**config.mk**
```make
export PLATFORM = sky130hd
export DESIGN_NAME = uart_rx
export DESIGN_NICKNAME = d
export VERILOG_FILES = /design/src/rtl/uart_rx.sv
export SDC_FILE = /design/constraint.sdc
export NUM_CORES = 1
export LEC_CHECK = 0
export ABC_AREA = 1
export CORE_UTILIZATION = 50
export DETAILED_ROUTE_END_ITERATION = 16
export PLACE_DENSITY = 0.8
export REMOVE_ABC_BUFFERS = 1
export SLEW_MARGIN = 20
export SYNTH_ARGS = -nofsm -noshare
export SYNTH_HDL_FRONTEND = slang
export SYNTH_SLANG_ARGS = --single-unit
```
**constraint.sdc**
```tcl
create_clock -name clk -period 2 [get_ports clk]
set_input_delay 0.3 -clock clk [delete_from_list [all_inputs] [get_ports clk]]
set_output_delay 0.3 -clock clk [all_outputs]
set_load 0.02 [all_outputs]
```
**src/rtl/uart_rx.sv**
```systemverilog
// uart_rx: 8N1 UART receiver with a valid/ready byte output and one-cycle framing/overrun pulses.
// Defining UART_RX_MAJORITY_EN replaces single mid-bit sampling with a 2-of-3 vote around mid-bit.
module uart_rx #(
  parameter int DATA_WIDTH   = 8,
  parameter int CLKS_PER_BIT = 104
) (
  input  logic                  clk,
  input  logic                  rst,
  input  logic                  rx_in,
  output logic [DATA_WIDTH-1:0] rx_data,
  output logic                  rx_valid,
  input  logic                  rx_ready,
  output logic                  frame_err,
  output logic                  overrun,
  output logic                  busy
);

  localparam int CW = $clog2(CLKS_PER_BIT);
  localparam int BW = $clog2(DATA_WIDTH + 1);
  localparam logic [CW-1:0] BIT_LAST  = CW'(CLKS_PER_BIT - 1);
  localparam logic [BW-1:0] DATA_LAST = BW'(DATA_WIDTH - 1);
`ifdef UART_RX_MAJORITY_EN
  localparam logic [CW-1:0] START_LAST = CW'(CLKS_PER_BIT / 2);
`else
  localparam logic [CW-1:0] START_LAST = CW'(CLKS_PER_BIT / 2 - 1);
`endif

  typedef enum logic [2:0] {IDLE, START, DATA, STOP, WAIT_HIGH} state_t;

  state_t                state;
  logic                  s1;
  logic                  rs;
  logic                  sample;
  logic [CW-1:0]         clk_cnt;
  logic [BW-1:0]         bit_cnt;
  logic [DATA_WIDTH-1:0] shreg;

`ifdef UART_RX_MAJORITY_EN
  // hist holds rs from the two previous cycles, so the vote spans decision-2 .. decision.
  logic [1:0] hist;
  always_ff @(posedge clk) begin
    if (rst) hist <= 2'b11;
    else     hist <= {hist[0], rs};
  end
  assign sample = (hist[1] & hist[0]) | (hist[1] & rs) | (hist[0] & rs);
`else
  assign sample = rs;
`endif

  // Handshake: a byte transfers on any cycle with rx_valid & rx_ready; until then
  // rx_valid stays 1 and rx_data stays stable. A byte finishing on the accept cycle reloads.
  always_ff @(posedge clk) begin
    if (rst) begin
      s1        <= 1'b1;
      rs        <= 1'b1;
      state     <= IDLE;
      clk_cnt   <= '0;
      bit_cnt   <= '0;
      shreg     <= '0;
      rx_data   <= '0;
      rx_valid  <= 1'b0;
      frame_err <= 1'b0;
      overrun   <= 1'b0;
      busy      <= 1'b0;
    end else begin
      s1        <= rx_in;
      rs        <= s1;
      frame_err <= 1'b0;
      overrun   <= 1'b0;
      if (rx_valid && rx_ready) rx_valid <= 1'b0;

      case (state)
        IDLE: begin
          clk_cnt <= '0;
          bit_cnt <= '0;
          if (!rs) begin
            state <= START;
            busy  <= 1'b1;
          end
        end
        START: begin
          if (clk_cnt == START_LAST) begin
            clk_cnt <= '0;
            if (sample) begin
              state <= IDLE;
              busy  <= 1'b0;
            end else begin
              state <= DATA;
            end
          end else begin
            clk_cnt <= clk_cnt + 1'b1;
          end
        end
        DATA: begin
          if (clk_cnt == BIT_LAST) begin
            clk_cnt <= '0;
            shreg   <= {sample, shreg[DATA_WIDTH-1:1]};
            if (bit_cnt == DATA_LAST) begin
              bit_cnt <= '0;
              state   <= STOP;
            end else begin
              bit_cnt <= bit_cnt + 1'b1;
            end
          end else begin
            clk_cnt <= clk_cnt + 1'b1;
          end
        end
        STOP: begin
          if (clk_cnt == BIT_LAST) begin
            clk_cnt <= '0;
            if (sample) begin
              state <= IDLE;
              busy  <= 1'b0;
              if (!rx_valid || rx_ready) begin
                rx_data  <= shreg;
                rx_valid <= 1'b1;
              end else begin
                overrun <= 1'b1;
              end
            end else begin
              frame_err <= 1'b1;
              state     <= WAIT_HIGH;
            end
          end else begin
            clk_cnt <= clk_cnt + 1'b1;
          end
        end
        WAIT_HIGH: begin
          // A line held low (break) must return high before a new start is looked for.
          if (rs) begin
            state <= IDLE;
            busy  <= 1'b0;
          end
        end
        default: begin
          state <= IDLE;
          busy  <= 1'b0;
        end
      endcase
    end
  end

endmodule
```
==> results of run 1 <==
worst reg2reg max path, delay by kind of cell (launching register included):
family | cells | cell delay [ps]
and+or+nand+nor | 6 | 750
DFF | 1 | 380
adders and majority gates | 1 | 220
AOI/OAI and AO/OA | 1 | 110
buffers and inverters | 1 | 70
flip-flops by register name, summed over array words and instances, names as in the netlist:
name       flops
rx_data        8
shreg          8
bit_cnt        4
rx_valid       1
frame_err      1
s1             1
busy           1
rs             1
overrun        1
state          3
clk_cnt        7
synthesized netlist by cell type:
cell type,instances,area (µm²)
nor3_2,1,10.01
nand4_1,2,12.51
dfxtp_1,36,720.7
inv_4,1,6.260
nand3_1,8,40.04
xor2_1,1,8.760
o21ai_1,11,55.05
nand2_2,7,43.79
nor2_1,49,183.9
a21oi_1,10,50.05
nor4_1,1,6.260
buf_6,4,45.04
o21ai_0,3,15.01
inv_1,25,93.84
or2_2,2,12.51
clkinv_1,1,3.750
nand2_4,2,22.52
nor3b_2,1,12.51
and3_1,1,6.260
ha_1,2,25.02
clkbuf_1,2,7.510
nor3_1,2,10.01
o21bai_2,1,11.26
inv_2,7,26.28
nor2_2,2,12.51
nand2_1,54,202.7
nor2_4,5,56.30
nand3_4,2,35.03
o21bai_1,1,7.510
through the flow:
step	power [mW]	setup WS, ps
after floorplan	1.537	606.1
after global placement	1.678	421.0
after detailed placement	1.695	422.5
after CTS	2.132	382.2
after global routing	2.303	209.4
final	2.111	402.9
routing by layer:
layer  track usage  vias to the layer above  wire [µm]
li1              -                      786          -
met1        0.2493                      629       1490
met2        0.3168                       29       1430
met3       0.06303                        5        174
met4       0.09416                        0         42
met5             0                        -          0
power by group:
group | internal (mW) | switching (mW)
combinational | 0.284 | 0.506
sequential | 0.779 | 0.108
clock | 0.199 | 0.234
cell families (layout without fill, tap and decap cells):
| kind of cell | Yosys count | count (layout) | synth area share |
|---|---|---|---|
| XOR/XNOR | 1 | 1 | 0.005026 |
| AND/OR/NAND/NOR | 139 | 139 | 0.3826 |
| AO/OA/AOI/OAI | 26 | 26 | 0.07968 |
| buffers and inverters | 40 | 58 | 0.1048 |
| flip-flops | 36 | 36 | 0.4135 |
| adder cells (fa/ha/maj) | 2 | 2 | 0.01436 |
area by class of cell:
cell class              instances  area [µm²]  area share
well taps                      46       57.56     0.02910
repair buffers                 17       165.2     0.08349
multi-input cells             168       839.6      0.4244
flip-flops and latches         36       720.7      0.3643
inverters                      34       130.1     0.06578
clock buffers                   7       65.06     0.03289
worst paths after layout:
path         startpoint          to  slack (ps)
max          clk_cnt[0]  bit_cnt[3]         400
min                  s1          rs         420
max reg2reg  clk_cnt[0]  bit_cnt[3]         400
min reg2reg          s1          rs         420
==> run metrics, run 1 <==
Die Width about 60 µm; Max Cap Viol 0; Worst-Margin Slew ~500 ps; GR Util All Layers 0.2004; Mean Syn Cell Area between 7 and 8 µm²; drt wl/cell roughly 10 µm; Buf+Inv Stages, Crit Path 1; skew final 3.871 ps; Port Buffers 15; status completed; number of post-CTS setup repair buffers 0; # setup viols final 0; cell area after layout about 0.0020 mm²; fin crit period between 1500 and 2000 ps; layout cells sized above 1 0.1527; Cells after DPL approximately 300; RSZ-0062 raised after global routing false; power per cell area around 1100 mW/mm²; htree depth 2; hold depth 1; die height a little over 60 µm; cell count after synthesis around 240; Residual DRC 0; commonest cells after routing, fill and taps aside nand2_1, nor2_1, dfxtp_1; setup tns final 0 ps; largest net degree at the start of global routing 17; Final period util 0.7985; Layout Nets between 200 and 300; iteration-0 DRC count of the detailed router 39; core area around 0.0033 mm²; worst path arrival time around 1900 ps; worst-path fanout max 12; commonest non-fill, non-tap cell in the layout nand2_1; via density per instance 4.705; Crit path largest cell delay approximately 380 ps; Finished Layout Cells between 300 and 400; Startpoint Class flip-flop; clock sinks 36; post-layout util 0.5928; Pleak 0.9478 nW; Levels on crit path 9; CTS tree yes; CTS buffer count 5; worst-case vdd ir drop a little under 0.5 mV; final wirelength 3137 µm; first-pass GRT wire length approximately 5400 µm; Die ar. 0.003726 mm²; Crit. End Element flip-flop; Worst-Skew Late Latency ~340 ps; WS Path Type flip-flop to flip-flop; io pins 16; DRT Pass-1 Iters 4; Hold Path Class flip-flop to flip-flop; row cnt 21; post-synthesis register bit count 36; sequential-to-total area share from yosys stat 0.4135; ANT nets after route 0; vias post-DR between 1000 and 1500; mapped cell area approximately 0.0017 mm²; Root Driver clkbuf_4; CP required 2280 ps; synthesis-to-finish area growth 13.50%; Final Hold Viols 0; hold_buf cts 0; Synth Warn # 0; post-DP HPWL approximately 2300 µm; number of global-route vias before repair around 1300; post-CTS resize count 0; Layout fillers around 330; clk buf depth 2; Initial Utilization 0.5223; antenna violations before repair 0; Max Clock Freq 626.2 MHz; r2r worst-path depth 9; critical path, cell by cell ha_1 -> nand2_2 -> nor2_4 -> nand2_4 -> nor2_4 -> nor2_2 -> inv_2 -> nand2_1 -> a21oi_1; Clock transition at path regs around 100 ps; CP delay by family, top simple AND/OR/NAND/NOR gates; Antenna diodes 0; Slowest cell on crit path dfxtp_1; Final Wtd Congestion 0.8179; fin. max-slew vios 0; Max-Slew Margin vs Limit 0.6671; total grt overflow 0; Yosys cell types 29; WHS 424.7 ps; Crit path top cell by count nor2_4; Area after DPL between 0.0015 and 0.002 mm²
Note: power is estimated with default switching activity, not from simulation.
==> run 2, diff against run 1 <==
--- a/config.mk
+++ b/config.mk
@@ -8,7 +8,7 @@
 export ABC_AREA = 1
 export CORE_UTILIZATION = 50
 export DETAILED_ROUTE_END_ITERATION = 16
-export PLACE_DENSITY = 0.8
+export PLACE_DENSITY = 0.83
 export REMOVE_ABC_BUFFERS = 1
 export SLEW_MARGIN = 20
 export SYNTH_ARGS = -nofsm -noshare
==> constraint.sdc (replaced) <==
create_clock -name clk -period 1.3 [get_ports clk]
set_input_delay 0.195 -clock clk [delete_from_list [all_inputs] [get_ports clk]]
set_output_delay 0.195 -clock clk [all_outputs]
set_load 0.02 [all_outputs]
==> run 2 against run 1 <==
Against the previous run: the flow now finishes with violations (setup timing); setup slack worse by 490 ps; largest cell class unchanged; routed wire length rose by 23%; maximum frequency up 15%; highest routed layer unchanged; critical path type unchanged.
==> run metrics, run 2 (synthesis gave the netlist of run 1 again) <==
skew final 5.727 ps (+1.856 ps); commonest non-fill, non-tap cell in the layout nand2_1; CP required 1550 ps (-730 ps); total grt overflow 0 (unchanged); r2r endpoint clk_cnt[1]; DRT Pass-1 Iters 4 (unchanged); Layout Nets 295 (+10%); crit path launch clk_cnt[1]; Levels on crit path 11 (+2); Worst-Skew Late Latency 340 ps (about the same); commonest cells after routing, fill and taps aside nand2_1, nor2_1, dfxtp_1; Antenna diodes 0 (unchanged); worst path arrival time 1630 ps (-250 ps); core area 0.003337 mm² (unchanged); status finished with violations; Top Registers rx_data (8), shreg (8), clk_cnt (7); Port Buffers 15 (unchanged); DRT met1 WL 1719 µm (+15%); Crit. End Element flip-flop; largest net degree at the start of global routing 11 (-6); R2R setup slack -80 ps (-490 ps); Final Wtd Congestion 0.8150 (-0.35%); footprint of the multi-input gates 983.4 µm² (+17%); critical path, cell by cell ha_4 -> nand2_4 -> nor2_4 -> nand2_4 -> nand2_4 -> nand2_8 -> buf_4 -> nand2_2 -> nand2_1 -> nand2_1 -> inv_1; fin. max-slew vios 0 (unchanged); vias post-DR 1619 (+12%); Residual DRC 0 (unchanged); worst-case vdd ir drop 0.9632 mV (+99%); DR top layer met4; Pleak 1.156 nW (+22%); Layout fillers 284 (-13%); Max Cap Viol 0 (unchanged); setup tns final -1188 ps (-1188 ps); final wirelength 3853 µm (+23%); via density per instance 4.833 (+2.7%); power per cell area 1642 mW/mm² (+54%); iteration-0 DRC count of the detailed router 81 (+110%); Die ar. 0.003726 mm² (unchanged); r2r worst-path depth 11 (+2); die height 61.04 µm (unchanged); Seq. cell area 725.7 µm² (+0.69%); drt wl/cell 11.50 µm (+13%); io pins 16 (unchanged); Crit path top cell by count nand2_4; antenna violations before repair 0 (unchanged); number of global-route vias before repair 1477 (+18%); first-pass GRT wire length 6382 µm (+19%); Crit path largest cell delay 370 ps (about the same); Clock transition at path regs 100 ps (about the same); clk buf depth 2 (unchanged); ANT nets after route 0 (unchanged); Die Width 61.04 µm (unchanged); Final period util 1.064 (+0.2652); Max Clock Freq 723.2 MHz (+15%); failing checks setup timing; fin crit period 1383 ps (-214.2 ps); WS Path Type flip-flop to flip-flop; worst-path fanout max 6 (-6); Buf+Inv Stages, Crit Path 2 (+1); post-route setup slack -82.81 ps (-485.8 ps); Worst-Margin Slew 321.2 ps (-177.4 ps); Slowest cell on crit path dfxtp_2; synthesis-to-finish area growth 33.38%; met2 wire length 1855 µm (+30%); Final Hold Viols 0 (unchanged); CP delay by family, top simple AND/OR/NAND/NOR gates; htree depth 2 (unchanged); CTS buffer count 5 (unchanged); layout cells sized above 1 0.3287 (+0.1760); Hold Path Class flip-flop to flip-flop; clock sinks 36 (unchanged); Cells after DPL 323 (+7.3%); row cnt 21 (unchanged); # setup viols final 23 (+23); RSZ-0062 raised after global routing true; post-DP HPWL 2564 µm (+13%); Worst R2R Start clk_cnt[1]; routed length on met3 172 µm (-1.1%); Finished Layout Cells 335 (+8.8%); CTS tree yes; Max-Slew Margin vs Limit 0.7851 (+0.1179); worst setup path end clk_cnt[1]; GR Util All Layers 0.2375 (+0.03709); Initial Utilization 0.5223 (unchanged); Startpoint Class flip-flop; Root Driver clkbuf_4
==> run 2: cell count changes in the layout (fill, tap and decap cells not counted), sizes merged <==
cell,delta
buf,+26
dlygate4sd2,+12
clkdlybuf4s50,-12
nand3,+1
==> run 2: worst min path at each step <==
stage                     startpoint    endpoint  slack [ps]  cells past startpoint
after global routing           rx_in          s1         410                      2
after global placement            s1          rs         390                      1
final                             s1          rs         420                      1
after floorplan                  rst  bit_cnt[1]         260                      1
after CTS                      rx_in          s1         410                      2
after detailed placement          s1          rs         400                      1
==> run 2: layer usage <==
layer  vias to the layer above  global-route usage
met1                       723              0.2920
met5                         -                   0
met4                         0              0.1558
met2                        41              0.3789
li1                        841                   -
met3                        14             0.04622
==> run 2: area by class of cell <==
type,instances,area share
Sequential cell,36,0.3122
Tap cell,46,0.02476
Timing Repair Buffer,43,0.1539
Clock buffer,7,0.02799
Inverter,34,0.05813
Multi-Input combinational cell,169,0.4230
==> run 2: where the power goes <==
part	internal, mW	switching (mW)	total (mW)	leakage (nW)
Combinational	0.776	1.05	1.83	0.826
Sequential	1.21	0.117	1.33	0.293
Clock	0.307	0.357	0.663	0.0374
==> run 2: repair_timing <==
item	CTS	global route
hold endpoints to repair	0	0
pin swaps	5	8
resized for setup	28	24
setup endpoints to repair	44	33
setup buffers	4	1
gates cloned	1	0
hold buffers	0	0
==> run 2: metrics by stage <==
| step | util | power (mW) | hold WS (ps) | setup WS (ps) | instance area (µm²) |
|---|---|---|---|---|---|
| 2_1_floorplan | - | 2.365 | 264.1 | -93.94 | 1690 |
| 3_3_place_gp | 0.6265 | 2.874 | 394.9 | -76.99 | 2091 |
| 3_5_place_dp | 0.6265 | 2.900 | 401.6 | -128.6 | 2091 |
| 4_1_cts | 0.6723 | 3.677 | 413.0 | -63.25 | 2243 |
| 5_1_grt | 0.6967 | 4.091 | 411.8 | -157.3 | 2325 |
| 6_report | 0.6967 | 3.818 | 422.2 | -82.81 | 2325 |
